==> config.mk <==
export PLATFORM = sky130hd
export DESIGN_NAME = clk_strobe_hub_flat
export DESIGN_NICKNAME = d
export VERILOG_FILES = /design/src/rtl/clk_strobe_hub_if.sv /design/src/rtl/clk_strobe_hub.sv /design/src/flat_wrapper.sv
export SDC_FILE = /design/constraint.sdc
export NUM_CORES = 1
export LEC_CHECK = 0
export ABC_AREA = 1
export CORE_ASPECT_RATIO = 0.9
export CORE_MARGIN = 2
export CORE_UTILIZATION = 55
export CTS_CLUSTER_DIAMETER = 40
export DETAILED_ROUTE_END_ITERATION = 10
export PLACE_DENSITY = 0.76
export SLEW_MARGIN = 20
export SYNTH_ARGS = -nofsm -noshare
export SYNTH_HDL_FRONTEND = slang
export SYNTH_SLANG_ARGS = --single-unit
==> constraint.sdc <==
create_clock -name clk -period 2.1 [get_ports clk]
set_input_delay 0.315 -clock clk [delete_from_list [all_inputs] [get_ports clk]]
set_output_delay 0.315 -clock clk [all_outputs]
set_load 0.1 [all_outputs]
==> src/rtl/clk_strobe_hub_if.sv <==
// ---------------------------------------------------------------------------
// clk_strobe_hub_if
// Bundles the control inputs and strobe outputs of clk_strobe_hub.
//   run          : count enable (low freezes all dividers)
//   clear        : synchronous realign of dividers and sec_cnt
//   sel[3:0]     : sampling-rate select (0=10MHz .. 8=1Hz, 9..15 off)
//   stb_*        : single-cycle decade rate strobes
//   sampling_stb : registered copy of the selected strobe
//   sec_cnt      : number of 1 Hz strobes seen, wraps modulo 2^SEC_W
// master = the environment driving run/clear/sel; slave = the strobe hub.
// ---------------------------------------------------------------------------
interface clk_strobe_hub_if #(
  parameter int SEC_W = 16
);
  logic             run;
  logic             clear;
  logic [3:0]       sel;
  logic             stb_10MHz;
  logic             stb_5MHz;
  logic             stb_1MHz;
  logic             stb_100kHz;
  logic             stb_10kHz;
  logic             stb_1kHz;
  logic             stb_100Hz;
  logic             stb_10Hz;
  logic             stb_1Hz;
  logic             sampling_stb;
  logic [SEC_W-1:0] sec_cnt;

  modport master (
    output run, clear, sel,
    input  stb_10MHz, stb_5MHz, stb_1MHz, stb_100kHz, stb_10kHz,
           stb_1kHz, stb_100Hz, stb_10Hz, stb_1Hz, sampling_stb, sec_cnt
  );

  modport slave (
    input  run, clear, sel,
    output stb_10MHz, stb_5MHz, stb_1MHz, stb_100kHz, stb_10kHz,
           stb_1kHz, stb_100Hz, stb_10Hz, stb_1Hz, sampling_stb, sec_cnt
  );
endinterface

==> src/rtl/clk_strobe_hub.sv <==
// ---------------------------------------------------------------------------
// clk_strobe_hub
// Enable-strobe generator for the 50 MHz domain: produces decade rate
// strobes (10 MHz .. 1 Hz), a 5 MHz strobe, a selectable sampling strobe
// and an elapsed-seconds counter, all without additional clock domains.
// Ports:
//   clk : 50 MHz fundamental clock
//   rst : synchronous active-high reset (clears everything incl. sel_q)
//   hub : clk_strobe_hub_if.slave (run/clear/sel in, strobes/sec_cnt out)
// Strobe vector bit order matches the sel encoding:
//   [0]=10MHz [1]=5MHz [2]=1MHz [3]=100kHz [4]=10kHz [5]=1kHz
//   [6]=100Hz [7]=10Hz [8]=1Hz
// ---------------------------------------------------------------------------
module clk_strobe_hub #(
  parameter int PRESCALE = 5,
  parameter int DECADE   = 10,
  parameter int SEC_W    = 16
) (
  input  logic             clk,
  input  logic             rst,
  clk_strobe_hub_if.slave  hub
);

  localparam int PW = (PRESCALE > 1) ? $clog2(PRESCALE) : 1;
  localparam int DW = (DECADE > 1) ? $clog2(DECADE) : 1;
  localparam logic [PW-1:0] P_LAST = PW'(PRESCALE - 1);
  localparam logic [DW-1:0] D_LAST = DW'(DECADE - 1);

  logic [PW-1:0]         r_p;
  logic                  r_h;
  logic [7:1][DW-1:0]    r_d;
  logic [3:0]            r_sel_q;
  logic [SEC_W-1:0]      r_sec;
  logic [8:0]            r_stb_p1;
  logic                  r_samp_p2;

  logic                  w_en;
  logic [8:0]            w_tick_p0;

  function automatic logic sel_strobe(input logic [3:0] s, input logic [8:0] stb);
    logic o;
    case (s)
      4'd0:    o = stb[0];
      4'd1:    o = stb[1];
      4'd2:    o = stb[2];
      4'd3:    o = stb[3];
      4'd4:    o = stb[4];
      4'd5:    o = stb[5];
      4'd6:    o = stb[6];
      4'd7:    o = stb[7];
      4'd8:    o = stb[8];
      default: o = 1'b0;
    endcase
    return o;
  endfunction

  // ---- p0: tick decode from current divider state ----
  always_comb begin
    w_tick_p0    = '0;
    // clear outranks run, so a tick on a clearing edge is dropped
    w_en         = hub.run & ~hub.clear;
    w_tick_p0[0] = w_en && (r_p == P_LAST);
    w_tick_p0[1] = w_tick_p0[0] && r_h;
    w_tick_p0[2] = w_tick_p0[0] && (r_d[1] == D_LAST);
    for (int k = 2; k <= 7; k++) begin
      w_tick_p0[k+1] = w_tick_p0[k] && (r_d[k] == D_LAST);
    end
  end

  // ---- p1: divider state, registered strobes, seconds count ----
  always_ff @(posedge clk) begin
    if (rst) begin
      r_p       <= '0;
      r_h       <= 1'b0;
      r_d       <= '0;
      r_sel_q   <= '0;
      r_sec     <= '0;
      r_stb_p1  <= '0;
      r_samp_p2 <= 1'b0;
    end else begin
      // sel_q tracks sel on every non-reset edge, frozen or clearing alike
      r_sel_q   <= hub.sel;
      r_samp_p2 <= sel_strobe(r_sel_q, r_stb_p1);
      if (hub.clear) begin
        r_p      <= '0;
        r_h      <= 1'b0;
        r_d      <= '0;
        r_sec    <= '0;
        r_stb_p1 <= '0;
      end else begin
        r_stb_p1 <= w_tick_p0;
        if (hub.run) begin
          r_p <= (r_p == P_LAST) ? '0 : r_p + PW'(1);
        end
        if (w_tick_p0[0]) begin
          r_h    <= ~r_h;
          r_d[1] <= (r_d[1] == D_LAST) ? '0 : r_d[1] + DW'(1);
        end
        // level k counter steps on the tick of level k-1 (tick index k)
        for (int k = 2; k <= 7; k++) begin
          if (w_tick_p0[k]) begin
            r_d[k] <= (r_d[k] == D_LAST) ? '0 : r_d[k] + DW'(1);
          end
        end
        if (w_tick_p0[8]) begin
          r_sec <= r_sec + SEC_W'(1);
        end
      end
    end
  end

  // ---- p2: outputs ----
  assign hub.stb_10MHz    = r_stb_p1[0];
  assign hub.stb_5MHz     = r_stb_p1[1];
  assign hub.stb_1MHz     = r_stb_p1[2];
  assign hub.stb_100kHz   = r_stb_p1[3];
  assign hub.stb_10kHz    = r_stb_p1[4];
  assign hub.stb_1kHz     = r_stb_p1[5];
  assign hub.stb_100Hz    = r_stb_p1[6];
  assign hub.stb_10Hz     = r_stb_p1[7];
  assign hub.stb_1Hz      = r_stb_p1[8];
  assign hub.sampling_stb = r_samp_p2;
  assign hub.sec_cnt      = r_sec;

endmodule

==> src/flat_wrapper.sv <==
// flat-port wrapper written by rule: the top's interface ports become plain ports
module clk_strobe_hub_flat 
#(
  parameter int PRESCALE = 5,
  parameter int DECADE   = 10,
  parameter int SEC_W    = 16
)
  (clk, rst, hub_run, hub_clear, hub_sel, hub_stb_10MHz, hub_stb_5MHz, hub_stb_1MHz, hub_stb_100kHz, hub_stb_10kHz, hub_stb_1kHz, hub_stb_100Hz, hub_stb_10Hz, hub_stb_1Hz, hub_sampling_stb, hub_sec_cnt);
  clk_strobe_hub_if #(.SEC_W(SEC_W)) hub_i ();
  input  logic clk;
  input  logic rst;
  input wire logic [$bits(hub_i.run)-1:0] hub_run;
  input wire logic [$bits(hub_i.clear)-1:0] hub_clear;
  input wire logic [$bits(hub_i.sel)-1:0] hub_sel;
  output wire logic [$bits(hub_i.stb_10MHz)-1:0] hub_stb_10MHz;
  output wire logic [$bits(hub_i.stb_5MHz)-1:0] hub_stb_5MHz;
  output wire logic [$bits(hub_i.stb_1MHz)-1:0] hub_stb_1MHz;
  output wire logic [$bits(hub_i.stb_100kHz)-1:0] hub_stb_100kHz;
  output wire logic [$bits(hub_i.stb_10kHz)-1:0] hub_stb_10kHz;
  output wire logic [$bits(hub_i.stb_1kHz)-1:0] hub_stb_1kHz;
  output wire logic [$bits(hub_i.stb_100Hz)-1:0] hub_stb_100Hz;
  output wire logic [$bits(hub_i.stb_10Hz)-1:0] hub_stb_10Hz;
  output wire logic [$bits(hub_i.stb_1Hz)-1:0] hub_stb_1Hz;
  output wire logic [$bits(hub_i.sampling_stb)-1:0] hub_sampling_stb;
  output wire logic [$bits(hub_i.sec_cnt)-1:0] hub_sec_cnt;
  assign hub_i.run = hub_run;
  assign hub_i.clear = hub_clear;
  assign hub_i.sel = hub_sel;
  assign hub_stb_10MHz = hub_i.stb_10MHz;
  assign hub_stb_5MHz = hub_i.stb_5MHz;
  assign hub_stb_1MHz = hub_i.stb_1MHz;
  assign hub_stb_100kHz = hub_i.stb_100kHz;
  assign hub_stb_10kHz = hub_i.stb_10kHz;
  assign hub_stb_1kHz = hub_i.stb_1kHz;
  assign hub_stb_100Hz = hub_i.stb_100Hz;
  assign hub_stb_10Hz = hub_i.stb_10Hz;
  assign hub_stb_1Hz = hub_i.stb_1Hz;
  assign hub_sampling_stb = hub_i.sampling_stb;
  assign hub_sec_cnt = hub_i.sec_cnt;
  clk_strobe_hub #(.PRESCALE(PRESCALE), .DECADE(DECADE), .SEC_W(SEC_W)) u_core (.clk(clk), .rst(rst), .hub(hub_i));
endmodule
# Word-level counts from Yosys, hierarchy flattened
# Index checks and enable logic that the tools add are counted.
# totals
register_bits	62
latch_bits	0
mem_bits_rw	0
mem_bits_ro	0
out_inout_bits	26
elab_cells	61
mem_count	0
# op_classes
n_addsub	9
multipliers	0
n_div	0
magnitude_cmp	0
eq_ne	16
shift	0
mux	9
bitwise_logic	3
n_reduce_logical	11
# ops
op	count
4-bit equality test (second input constant)	8
4-bit by 1-bit adder with 4-bit output (second input constant)	7
4-bit 2-to-1 mux	7
16-bit by 1-bit adder with 16-bit output (second input constant)	1
4-bit by 3-bit equality test with 1-bit output (second input constant)	4
1-bit logical AND	9
1-bit case mux with 9 select lines	1
4-bit by 2-bit equality test with 1-bit output (second input constant)	2
4-bit by 1-bit equality test with 1-bit output (second input constant)	1
4-bit zero test	1
3-bit by 1-bit adder with 3-bit output (second input constant)	1
3-bit equality test (second input constant)	1
3-bit 2-to-1 mux	1
1-bit NOT	2
2-bit OR reduction	1
1-bit bitwise AND	1

# Logic depth before layout (Yosys ltp)
# logic_depth
depth_word	10
mapped_depth	12
mapped_depth_nobuf	12

# Worst setup path before layout
# No wires, ideal clock.
# synth_path
kind	register -> register
from	register u_core.r_sec[0], in the netlist u_core.hub.sec_cnt[0]
to	register u_core.r_sec[12], in the netlist u_core.hub.sec_cnt[12]
setup_ns	0.119
arrival_ns	2.127
required_time_ns	1.981
path_slack_ns	-0.146
path_stages_with_launch	9
path_buffers	0
synth_period_minus_slack_ns	2.246
cell_sequence	dfxtp_1 > ha_1 > nand2_1 > nor3_1 > nand2_1 > nor2_1 > nand3_1 > nand2_1 > nor2_1
# synth_between
elab_chain_cells	1
# synth_lines
element	line_no	text
start, declared	clk_strobe_hub.sv:33	logic [SEC_W-1:0] r_sec;
start signal, assigned	clk_strobe_hub.sv:106	r_sec <= r_sec + SEC_W'(1);
16-bit by 1-bit adder with 16-bit output	clk_strobe_hub.sv:106	
# Every way passes these cells.
# A chain may end at the register's enable or synchronous reset.

# Final worst setup path
# layout_path
from	register u_core.r_p[0]
to	register u_core.r_sec[13], in the netlist u_core.hub.sec_cnt[13]
# layout_between
elab_chain_cells	9
# layout_lines
element	line_no	text
start, declared	clk_strobe_hub.sv:29	logic [PW-1:0] r_p;
start signal, assigned	clk_strobe_hub.sv:93	r_p <= (r_p == P_LAST) ? '0 : r_p + PW'(1);
3-bit equality test	clk_strobe_hub.sv:62	w_tick_p0[0] = w_en && (r_p == P_LAST);
1-bit logical AND	clk_strobe_hub.sv:62	
1-bit logical AND	clk_strobe_hub.sv:64	w_tick_p0[2] = w_tick_p0[0] && (r_d[1] == D_LAST);
1-bit logical AND (6 in series)	clk_strobe_hub.sv:66	w_tick_p0[k+1] = w_tick_p0[k] && (r_d[k] == D_LAST);
# Every way passes these cells.

==> summary.md <==
| Metric | Value |
|---|---|
| Count leader, synth | nand2_1 |
| Cells on Worst Hold Path | 2 |
| Syn_area_per_cell | 7.04 sq um |
| Setup CP Type | reg -> reg |
| Worst Hold Launch | u_core.r_h$_SDFFE_PP0N_ |
| Nets | 471 |
| GRT overflow | 0 |
| Number of synthesized flops with an enable pin | 0 |
| Ports | 34 |
| First-pass GRT wire length | 10,300 microns |
| R2R Path End | u_core.hub.sec_cnt[13]$_SDFFE_PP0P_ |
| Slew Limit Fails | 0 |
| Router iterations before antenna repair | 4 |
| Cell area power density | 613 mW/mm^2 |
| Adder and majority gate portion of the synthesized area | around 1.3% |
| Maxcap violations | 0 |
| Worst EP required | 2.34 ns |
| Die Area | approximately 0.0059 sq mm |
| Critical-path cell list | inv_1, ha_1, nand2_1, nor2_8, nand3_1, nor2_2, nand4_2, nand2_1, nand3_1, nand2_1, inv_1 |
| Vias in the first global route | about 2.4k |
| Vias after detailed routing | ~2.7k |
| Final period util | 90.3% |
| Hold/Removal Path Class | reg -> reg |
| Net Sw Frac | 22.8% |
| CP bufs+invs | 2 |
| Minimum clock period | approximately 1.9 ns |
| Achievable Freq | 0.527 GHz |
| Post-synthesis cell type count | 35 |
| Internal power | 1.64 mW |
| DP Cell Count | 516 |
| Share of layout cells above drive strength 1 | 15.3% |
| Yosys top cell area share | 42.9% |
| TritonCTS buffer count | 9 |
| Post-synthesis compound-gate area fraction | 11.0% |
| # rows | 25 |
| Die W | about 80 microns |
| Largest family of logic cells by synthesized area | simple AND/OR/NAND/NOR gates |
| WL final | 6170 microns |
| Post-synth ARST share | 0% |
| Ranking of synthesized cells by area | dfxtp_1, nand2_1, nor2_1, inv_1, nand3_1 |
| Final HPWL DP | approximately 4500 microns |
| Post-synthesis mux area share | 0% |
| Clk buf depth | 2 |
| WL per Instance | 11.6 microns |
| DP Worst Slack | -0.0220 ns |
| Sequential Power Share | between 50% and 60% |
| Die height | 72.8 microns |
| WHS Endpoint | u_core.r_stb_p1[1]$_SDFF_PP0_ |
| Drt drc | 0 |
| RSZ-0062 raised after global routing | yes |
| Xor-xnor portion of the synthesized cell area | ~1.2% |
| Routability Congestion | 0.824 |
| Post-DP Area | between 0.003 and 0.004 sq mm |
| Simple-gate share of the synthesized area | 34.5% |
| P_sw | 0.485 mW |
| Worst VDD drop | 0.565 mV |
| Slew @ Worst Pin | 0.395 ns |
| Setup TNS | 0 ns |
| Syn. warnings | 0 |
| Reg clk slew, reported paths | 0.06 ns |
| Core area | 0.00516 sq mm |
| Initial Util | between 50% and 60% |
| Synth Flop Type | dfxtp_1 |
| Area leader, netlist | dfxtp_1 |
| Post-route cell area | 0.00347 sq mm |
| Cells after Synth | between 400 and 500 |
| Setup WS post-layout | 0.204 ns |
| Critical path peak fanout | 10 |
| Post-synth net total | 422 |
| Max_slew headroom | 73.4% |
| Clock root buffer | clkbuf_8 |
| Gr usage total | 22.7% |
| H-Tree Depth | 3 |
| CTS Sinks | 62 |
| R2R depth | 11 |
| R2R setup slack | around 0.20 ns |
| Slowest CP cell | dfxtp_1 |
| Largest net degree at the start of global routing | 27 |
| CTS tree | built |
| Via density | around 5 |
| CP top delay family | simple AND/OR/NAND/NOR gates |
| IO buf count | 33 |
| CP peak stage delay | 0.33 ns |
| Detailed Route Iter0 Violations | 123 |
| Final setup violating endpoints | 0 |
| Most used cell along the critical path | nand2_1 |
| Leak | 1.43 nW |
| Clk_lat worst skew | 0.34 ns |
| Initial antenna violation count | 0 |
| Antenna Nets Post-Route | 0 |
| Mapped Area | approximately 0.0029 sq mm |
| # diodes | 0 |
| Leading cell types by count after synthesis | nand2_1, nor2_1, dfxtp_1 |
| CP Launch Type | flip-flop |
| Status | complete, no violations |
| Gate power share | 4.3% |
| Syn-to-layout area delta | 19.7% |
| Clk_skew | slightly below 0.007 ns |
| Non-filler cells, final | roughly 530 |
| Fill cells | 473 |
| Register area share after synthesis | 42.9% |
| Clock power share | 39.8% |
| CP endpoint kind | flip-flop |
| Fin. Hold Viols | 0 |
| Critical path data arrival time | 2.14 ns |
| R2r startpoint | u_core.r_p[0]$_SDFFE_PP0P_ |
| Synthesis-stage register bit count | 62 |
worst register-to-register path: stages (launching register included):
cell and delay, ns:
dfxtp_1 0.33, inv_1 0.06, ha_1 0.16, nand2_1 0.16, nor2_8 0.17, nand3_1 0.13
nor2_2 0.15, nand4_2 0.25, nand2_1 0.21, nand3_1 0.09, nand2_1 0.06, inv_1 0.03
final cells by class:
type | count | area, sq um | area share [%]
clock inverters | 2 | 10.0 | 0.289
inverters | 58 | 218 | 6.28
multi-input cells | 283 | 1390 | 40.2
flip-flops and latches | 62 | 1250 | 36.0
well taps | 67 | 83.8 | 2.42
repair buffers | 46 | 375 | 10.8
clock buffers | 13 | 139 | 4.01
registers in the layout (all words and copies together), names as in the netlist:
register                 flops
u_core.r_d                  28
u_core.hub.sec_cnt          16
u_core.r_stb_p1              9
u_core.r_sel_q               4
u_core.r_p                   3
u_core.hub.sampling_stb      1
u_core.r_h                   1
worst max path at each step:
stage               depth (start not counted)                                from                                  end  slack, ns
floorplan                                   7  u_core.hub.sec_cnt[7]$_SDFFE_PP0P_  u_core.hub.sec_cnt[15]$_SDFFE_PP0P_       0.03
global placement                           11                             hub_run   u_core.hub.sec_cnt[9]$_SDFFE_PP0P_       0.08
detailed placement                         11                             hub_run  u_core.hub.sec_cnt[10]$_SDFFE_PP0P_      -0.02
CTS                                        11          u_core.r_p[0]$_SDFFE_PP0P_  u_core.hub.sec_cnt[13]$_SDFFE_PP0P_       0.19
global route                               12          u_core.r_p[1]$_SDFFE_PP0P_  u_core.hub.sec_cnt[10]$_SDFFE_PP0P_      -0.03
finish                                     11          u_core.r_p[0]$_SDFFE_PP0P_  u_core.hub.sec_cnt[13]$_SDFFE_PP0P_       0.20
layer usage:
metal	vias to the layer above	global-route usage, %	wire [microns]
met3	11	6.06	229
met2	36	34.8	2690
met1	1190	31.1	3170
met5	-	0	0
met4	0	7.72	72
li1	1426	-	-
cell usage in the layout (no fill, tap or decap), types with 3 or more instances in the layout:
master	instances
nor4_1	3
dfxtp_2	4
nor2_2	4
inv_1	54
clkbuf_8	9
nor3b_1	3
a21oi_1	25
dfxtp_1	58
nand3_1	36
nand2_1	77
nor2_1	68
ha_1	3
nor3_1	10
clkdlybuf4s50_1	7
o21ai_0	23
buf_4	38
clkbuf_1	4
nand4_1	5
inv_2	4
logic make-up (layout without fill, tap and decap cells):
family	count (synthesis)	count (layout)
AND/OR/NAND/NOR	217	217
flip-flops	62	62
adder cells (fa/ha/maj)	3	3
AO/OA/AOI/OAI	59	59
buffers and inverters	66	119
XOR/XNOR	4	4
through the flow:
stage                     power (mW)  hold slack, ns  utilization [%]
after global routing            2.20           0.485             67.2
final                           2.12           0.473             67.2
after floorplan                 1.27           0.415                -
after detailed placement        1.31           0.448             64.3
after CTS                       2.14           0.459             67.2
after global placement          1.30           0.434             64.3
power groups by stage:
stage               Clock, mW  Combinational, mW  Sequential (mW)
finish                  0.845             0.0908             1.19
global route            0.908              0.101             1.19
CTS                     0.863             0.0915             1.19
detailed placement          0             0.0912             1.21
global placement            0             0.0883             1.21
floorplan                   0             0.0479             1.22
what timing repair did:
item                                    4_1_cts  5_1_grt
gates resized for setup                       0        1
endpoints found under the setup margin        0        4
setup buffers                                 0        0
hold buffers                                  0        0
(Power assumes the default switching activity.)
